## config.mk

```make
export PLATFORM = sky130hd
export DESIGN_NAME = mem_access_unit
export DESIGN_NICKNAME = d
export VERILOG_FILES = /design/src/rtl/mem_access_unit.sv
export SDC_FILE = /design/constraint.sdc
export NUM_CORES = 1
export LEC_CHECK = 0
export BUFFER_PORTS_ARGS = -buffer_cell sky130_fd_sc_hd__buf_2
export CORE_MARGIN = 2
export CORE_UTILIZATION = 44
export CTS_CLUSTER_SIZE = 24
export DETAILED_ROUTE_END_ITERATION = 12
export GPL_ROUTABILITY_DRIVEN = 0
export GPL_TIMING_DRIVEN = 1
export PLACE_DENSITY = 0.77
export SKIP_CTS_REPAIR_TIMING = 1
export SYNTH_ARGS = -nofsm -noshare
export SYNTH_HDL_FRONTEND = slang
export SYNTH_SLANG_ARGS = --single-unit
```

## constraint.sdc

```tcl
create_clock -name clk -period 1.5 [get_ports clk]
set_input_delay 0.225 -clock clk [delete_from_list [all_inputs] [get_ports clk]]
set_output_delay 0.225 -clock clk [all_outputs]
set_load 0.01 [all_outputs]
```

## src/rtl/mem_access_unit.sv

```systemverilog
// -----------------------------------------------------------------------------
// mem_access_unit
//
// Load/store unit of the MIPS datapath. This unit accepts one memory operation
// at a time from the execute stage. It drives a word-wide data memory through a
// req/ack handshake. It steers byte and half-word lanes (little-endian: lane i
// is addr[1:0] == i) and sign- or zero-extends loads. The aligned 32-bit load
// result goes to the write-back selector.
//
// Parameters
//   TIMEOUT  cycles mem_req may stay high without mem_ack before the access
//            aborts with a timeout error (minimum 2)
//   ADDR_W   byte-address width
//
// Ports
//   clk, rst_n    system clock, asynchronous active-low reset
//   req_valid     execute stage presents an operation this cycle
//   mem_read      operation is a load
//   mem_write     operation is a store
//   size          00 byte, 01 half, 10 word, 11 reserved
//   is_unsigned   loads: zero-extend when 1, sign-extend when 0
//   addr          byte address
//   wdata         store data (low bits significant for byte/half)
//   busy          unit occupied; upstream holds and stalls
//   done          one-cycle pulse on successful completion
//   rdata         extended load result, held until the next successful load
//   err           one-cycle pulse on rejection or abort
//   err_code      01 misaligned, 10 illegal, 11 timeout; held until next err
//   mem_req       memory request
//   mem_we        memory write enable
//   mem_addr      word address (addr with bits [1:0] cleared)
//   mem_be        byte enables, bit i covers data bits [8i+7:8i]
//   mem_wdata     lane-replicated store data
//   mem_ack       memory accepted the write / returned read data
//   mem_rdata     memory read word, valid with mem_ack
// -----------------------------------------------------------------------------
module mem_access_unit #(
    parameter int TIMEOUT = 16,
    parameter int ADDR_W  = 32
) (
    input  logic              clk,
    input  logic              rst_n,
    input  logic              req_valid,
    input  logic              mem_read,
    input  logic              mem_write,
    input  logic [1:0]        size,
    input  logic              is_unsigned,
    input  logic [ADDR_W-1:0] addr,
    input  logic [31:0]       wdata,
    output logic              busy,
    output logic              done,
    output logic [31:0]       rdata,
    output logic              err,
    output logic [1:0]        err_code,
    output logic              mem_req,
    output logic              mem_we,
    output logic [ADDR_W-1:0] mem_addr,
    output logic [3:0]        mem_be,
    output logic [31:0]       mem_wdata,
    input  logic              mem_ack,
    input  logic [31:0]       mem_rdata
);

    typedef enum logic [1:0] {
        S_IDLE   = 2'b00,
        S_ACCESS = 2'b01,
        S_DONE   = 2'b10,
        S_ERR    = 2'b11
    } state_t;

    localparam logic [1:0] SZ_BYTE = 2'b00;
    localparam logic [1:0] SZ_HALF = 2'b01;
    localparam logic [1:0] SZ_WORD = 2'b10;

    localparam logic [1:0] EC_MISALIGN = 2'b01;
    localparam logic [1:0] EC_ILLEGAL  = 2'b10;
    localparam logic [1:0] EC_TIMEOUT  = 2'b11;

    // The counter only has to reach TIMEOUT-1.
    localparam int               CNT_W    = (TIMEOUT > 2) ? $clog2(TIMEOUT) : 1;
    localparam logic [CNT_W-1:0] CNT_LAST = CNT_W'(TIMEOUT - 1);

    state_t           state;
    state_t           state_nxt;
    logic [CNT_W-1:0] wait_cnt;

    // Request fields latched at acceptance, used when the load data returns.
    logic             we_q;
    logic             uns_q;
    logic [1:0]       size_q;
    logic [1:0]       lane_q;

    // Request decode. This decode is only meaningful while IDLE.
    logic             op_req;
    logic             illegal;
    logic             misaligned;
    logic             accept;
    logic             cnt_expired;

    // -------------------------------------------------------------------------
    // Lane helpers
    // -------------------------------------------------------------------------
    function automatic logic [3:0] lane_enables(input logic [1:0] sz,
                                                input logic [1:0] lane);
        logic [3:0] be;
        case (sz)
            SZ_BYTE: be = 4'b0001 << lane;
            SZ_HALF: be = 4'b0011 << lane;
            SZ_WORD: be = 4'b1111;
            default: be = 4'b0000;
        endcase
        return be;
    endfunction

    // The store data is replicated across lanes so that the byte enables alone
    // select what the memory writes. No separate shift is needed.
    function automatic logic [31:0] lane_replicate(input logic [1:0]  sz,
                                                   input logic [31:0] data);
        logic [31:0] rep;
        case (sz)
            SZ_BYTE: rep = {4{data[7:0]}};
            SZ_HALF: rep = {2{data[15:0]}};
            default: rep = data;
        endcase
        return rep;
    endfunction

    function automatic logic [31:0] load_extend(input logic [31:0] word,
                                                input logic [1:0]  sz,
                                                input logic [1:0]  lane,
                                                input logic        uns);
        logic [7:0]  b;
        logic [15:0] h;
        logic [31:0] res;
        b = 8'(word >> {lane, 3'b000});
        h = 16'(word >> {lane, 3'b000});
        case (sz)
            SZ_BYTE: res = {{24{b[7] & ~uns}}, b};
            SZ_HALF: res = {{16{h[15] & ~uns}}, h};
            default: res = word;
        endcase
        return res;
    endfunction

    // -------------------------------------------------------------------------
    // Request classification
    // -------------------------------------------------------------------------
    always_comb begin
        op_req      = req_valid & (mem_read | mem_write);
        illegal     = (mem_read & mem_write) | (size == 2'b11);
        misaligned  = ((size == SZ_HALF) & addr[0]) |
                      ((size == SZ_WORD) & (addr[1:0] != 2'b00));
        accept      = op_req & ~illegal & ~misaligned;
        // The acknowledge has priority on the final cycle.
        cnt_expired = (wait_cnt == CNT_LAST) & ~mem_ack;
    end

    // -------------------------------------------------------------------------
    // FSM: state register
    // -------------------------------------------------------------------------
    // NOTE: sequential state uses non-blocking assignments so that every
    // register samples the values from before the edge.
    always_ff @(posedge clk or negedge rst_n) begin
        if (!rst_n) begin
            state <= S_IDLE;
        end else begin
            state <= state_nxt;
        end
    end

    // -------------------------------------------------------------------------
    // FSM: next-state logic
    // -------------------------------------------------------------------------
    // NOTE: the default assignment at the top keeps this block free of
    // inferred latches on paths that do not change state.
    always_comb begin
        state_nxt = state;
        case (state)
            S_IDLE: begin
                if (op_req) begin
                    state_nxt = accept ? S_ACCESS : S_ERR;
                end
            end
            S_ACCESS: begin
                if (mem_ack) begin
                    state_nxt = S_DONE;
                end else if (cnt_expired) begin
                    state_nxt = S_ERR;
                end
            end
            S_DONE:  state_nxt = S_IDLE;
            S_ERR:   state_nxt = S_IDLE;
            default: state_nxt = S_IDLE;
        endcase
    end

    // -------------------------------------------------------------------------
    // FSM: outputs
    // -------------------------------------------------------------------------
    // These outputs are decoded from the state register alone. For that reason
    // an asynchronous reset drops mem_req and busy right away.
    always_comb begin
        busy    = 1'b0;
        done    = 1'b0;
        err     = 1'b0;
        mem_req = 1'b0;
        mem_we  = 1'b0;
        case (state)
            S_IDLE: ;
            S_ACCESS: begin
                busy    = 1'b1;
                mem_req = 1'b1;
                mem_we  = we_q;
            end
            S_DONE: begin
                busy = 1'b1;
                done = 1'b1;
            end
            S_ERR: begin
                busy = 1'b1;
                err  = 1'b1;
            end
            default: ;
        endcase
    end

    // -------------------------------------------------------------------------
    // Datapath: request latch, memory-side registers, timeout counter, results
    // -------------------------------------------------------------------------
    always_ff @(posedge clk or negedge rst_n) begin
        if (!rst_n) begin
            we_q      <= 1'b0;
            uns_q     <= 1'b0;
            size_q    <= 2'b00;
            lane_q    <= 2'b00;
            wait_cnt  <= '0;
            rdata     <= 32'h0;
            err_code  <= 2'b00;
            mem_addr  <= '0;
            mem_be    <= 4'b0000;
            mem_wdata <= 32'h0;
        end else begin
            case (state)
                S_IDLE: begin
                    if (accept) begin
                        we_q      <= mem_write;
                        uns_q     <= is_unsigned;
                        size_q    <= size;
                        lane_q    <= addr[1:0];
                        wait_cnt  <= '0;
                        mem_addr  <= {addr[ADDR_W-1:2], 2'b00};
                        mem_be    <= lane_enables(size, addr[1:0]);
                        mem_wdata <= lane_replicate(size, wdata);
                    end else if (op_req) begin
                        // The illegal check takes precedence over misalignment.
                        err_code <= illegal ? EC_ILLEGAL : EC_MISALIGN;
                    end
                end
                S_ACCESS: begin
                    if (mem_ack) begin
                        if (!we_q) begin
                            rdata <= load_extend(mem_rdata, size_q, lane_q, uns_q);
                        end
                    end else if (cnt_expired) begin
                        err_code <= EC_TIMEOUT;
                    end else begin
                        wait_cnt <= wait_cnt + 1'b1;
                    end
                end
                default: ;
            endcase
        end
    end

endmodule

```

==> results summary <==
The flow ran to the end, but the final reports show violations. The final reports fail on negative setup slack. The worst setup skew after layout came out at 8.11 ps. The placeable core region is 11600 um2. The total inserted antenna cells came out at 0. The Yosys step of the flow raised 0 warnings.

The dominant register cell in the synthesized netlist is dfrtp_1. The number of hold violations in the final report came to 0. The number of instances in the synthesized netlist is 582.

The die width came out at 113 um. The H-tree was split into 3 levels. In the routed design, unresolved DRC markers number 0. For this run, the total global-route usage over all layers was measured as 23.3%. For this design the total switching power over the nets is 6.18 mW. The total of endpoints with negative setup slack in the final report came out at 90. The number of nets in the layout came out at 948. The largest total area in the synthesized netlist belongs to dfrtp_1. The switching share of power is 39.9%.

The synthesized-area fraction occupied by xor and xnor cells came out at 0.832%. The slew of the pin with the lowest slew margin came out at 540 ps. The arrival time at the worst endpoint is 1920 ps.

Detailed placement finished with a half-perimeter wire length of 11200 um. The floorplan step defined a die boundary enclosing 12900 um2. The multiplexer fraction of the synthesized cell area came out at 6.99%. The synthesized flop and latch total is 112. The share of the synthesized area in the top cell type is 53.2%.

The iteration count of the initial detailed-routing pass is 6. Sorting the synthesized cells by area gives the leading types as dfrtp_1 (53%), nand2_1 (13%), mux2i_1 (5.7%). For the worst-skew pair, the clock arrives at the later sink with an insertion delay of 350 ps.

The final cell utilization of the core is 72.6%. The via count of the first global-routing pass was 4985. The clock tree buffer depth came out at 2. The mean routed wirelength per cell came out at 19.2 um. The number of synthesized flops with an enable pin is 0. The combinational power share came out at 49.1%. The via count came out at 5489. The maximum achievable frequency came out at 594 MHz.

The leakage power summed over all cells is 4.25 nW. The final critical delay including setup and external delays came out at 1680 ps. After clock tree synthesis, the clock-pin slew on the worst setup and hold paths is 70 ps.

For the worst setup path, the data required time is 1740 ps. The initial antenna violation count is 0. Leaving out fill and tap cells, the most frequent cell in the layout is buf_2. The wire length of the first global-routing pass is 23800 um. TritonCTS built the clock tree. After the flow finishes, the layout carries non-filler instances totaling 990.

The library cell used as clock root buffer is clkbuf_16. The initial standard-cell utilization of the core came out at 45.5%. The DRC violation total after the first TritonRoute iteration is 523. The count of cell types in the netlist is 45. The internal power consumption is 9.29 mW. Of the total synthesized cell area, the portion taken by full adders, half adders and majority gates is 0.238%. 212 I/O pins were placed. Setup repair after global routing could not meet its margin everywhere. The die extent in y is 113 um. The share of flip-flops with an asynchronous set or reset after synthesis is 100%. The routed wire length is 19000 um. The synthesized netlist devotes 11.9% of its cell area to compound gates. The class of the most critical hold timing path is in2reg. The worst setup path is launched from a flip-flop. The final-layout setup total negative slack is -11900 ps.

The cell count after placement is 936. The fraction of the yosys area taken by sequential cells is 53.2%. The number of violations of the max-capacitance limit came out at 0.

In the layout the commonest cells are buf_2 (205), dfrtp_1 (109), nand2_1 (99). The synthesized cell area is 5270 um2. The area added between synthesis and finish came out at 59.4%. The worst setup path is captured at a flip-flop. The largest family of logic cells by synthesized area is simple AND/OR/NAND/NOR gates.

The number of max-slew violations in the final report is 0. The residual antenna-violating net count after detailed routing is 0. The clock sink count is 112. The mean cell area of the mapped netlist came out at 9.05 um2.

The largest net degree at the start of global routing came out at 46. The final cycle utilization of the critical path is 112%. The number of port buffers came out at 209. The worst setup slack after layout is -183 ps. The remaining global-route overflow came out at 0. The ratio of total power to cell area came out at 1840 nW/um2. The critical path class is reg2reg. The share of layout cells above drive strength 1 is 54.3%. The via count normalized by instance count came out at 5.54. Along the worst path, the maximum fanout reaches 7. The worst supply voltage drop on vdd came out at 1.32 mV. The portion of total power attributed to the clock network came out at 14.8%. The standard-cell row count is 39. The number of buffers created by CTS is 9. The relative contribution of sequential cells to total power came out at 36.1%. The area share of and/or/nand/nor cells after synthesis came out at 22.8%.

After layout, the design draws a total of 15.5 mW. The remaining max-slew budget at the tightest pin came out at 64.0%.
-- per-stage QoR --
step           worst slack (ps)  area (um2)  hold slack (ps)
2_1_floorplan             -71.1        5270            -70.6
3_3_place_gp               -156        6710              227
3_5_place_dp               -233        6710              229
4_1_cts                    -248        6990             -143
5_1_grt                    -241        8390             69.8
6_report                   -183        8390             68.1
-- power by group through the flow --
stage	Clock (mW)	Combinational [mW]	Sequential [mW]
after floorplan	0	2.45	5.71
after global placement	0	5.42	5.16
after detailed placement	0	5.59	5.21
after CTS	2.31	5.59	5.19
after global routing	2.45	8.16	5.72
final	2.29	7.59	5.59
-- worst paths after layout --
kind                         startpoint            to  slack [ps]  depth (start not counted)
setup / recovery               state[1]  mem_wdata[8]        -180                          8
hold / removal                  addr[2]   mem_addr[2]          70                          3
setup reg to reg               state[1]  mem_wdata[8]        -180                          8
hold reg to reg            mem_addr[30]  mem_addr[30]         460                          2
max in group asynchronous         rst_n   err_code[0]         560                          3
min in group asynchronous         rst_n      rdata[3]         390                          2
-- sequential cells by signal, indices dropped and copies added, names as in the netlist --
signal,flops
we_q,1
size_q,2
mem_addr,30
rdata,32
uns_q,1
err_code,2
state,2
wait_cnt,4
lane_q,2
mem_wdata,32
mem_be,4
-- Yosys cell counts, types with 2 or more instances --
cell / n
nand2_1: 184
nand3_1: 40
o311ai_1: 2
a21oi_1: 23
clkbuf_1: 12
xnor2_1: 2
o21a_1: 3
nor2_1: 31
o21ai_1: 38
mux2i_1: 30
a222oi_1: 6
a21o_1: 2
buf_4: 6
buf_2: 20
a211o_1: 2
o21ai_0: 7
o21ba_1: 4
xor2_1: 3
nand2b_1: 4
a22o_1: 2
inv_1: 2
buf_1: 2
nor3b_1: 2
mux2_1: 6
dfrtp_1: 112
nor2b_1: 10
and2_1: 4
a22oi_1: 3
nor3_1: 4
-- cells by family (layout without fill, tap and decap cells) --
| group | Yosys count | after routing |
|---|---|---|
| flip-flops | 112 | 112 |
| adder cells (fa/ha/maj) | 1 | 1 |
| XOR/XNOR | 5 | 5 |
| multiplexers | 36 | 36 |
| other | 1 | 2 |
| AO/OA/AOI/OAI | 99 | 99 |
| AND/OR/NAND/NOR | 285 | 286 |
| buffers and inverters | 43 | 306 |
-- routing by layer --
metal	track usage [%]	part of all wire [%]
met1	27.5	37
met2	39.0	51
met3	6.22	7.3
met4	12.3	4.2
met5	0	0
-- critical path: stages, from the launching register on --
cell and delay (ps):
dfrtp_2 450, buf_6 130, nor2_4 110, buf_6 120, o2111ai_4 200, buf_12 250
clkbuf_16 170, nand2_2 60, o21ai_1 60
-- layout make-up --
cell class,instances,area [um2]
Tap cell,143,179
Clock inverter,4,30.0
Multi-Input combinational cell,429,2990
Clock buffer,12,246
Timing Repair Buffer,287,2130
Fill cell,815,3170
Sequential cell,112,2810
Inverter,3,11.3
Power figures use the tool's default switching activity.
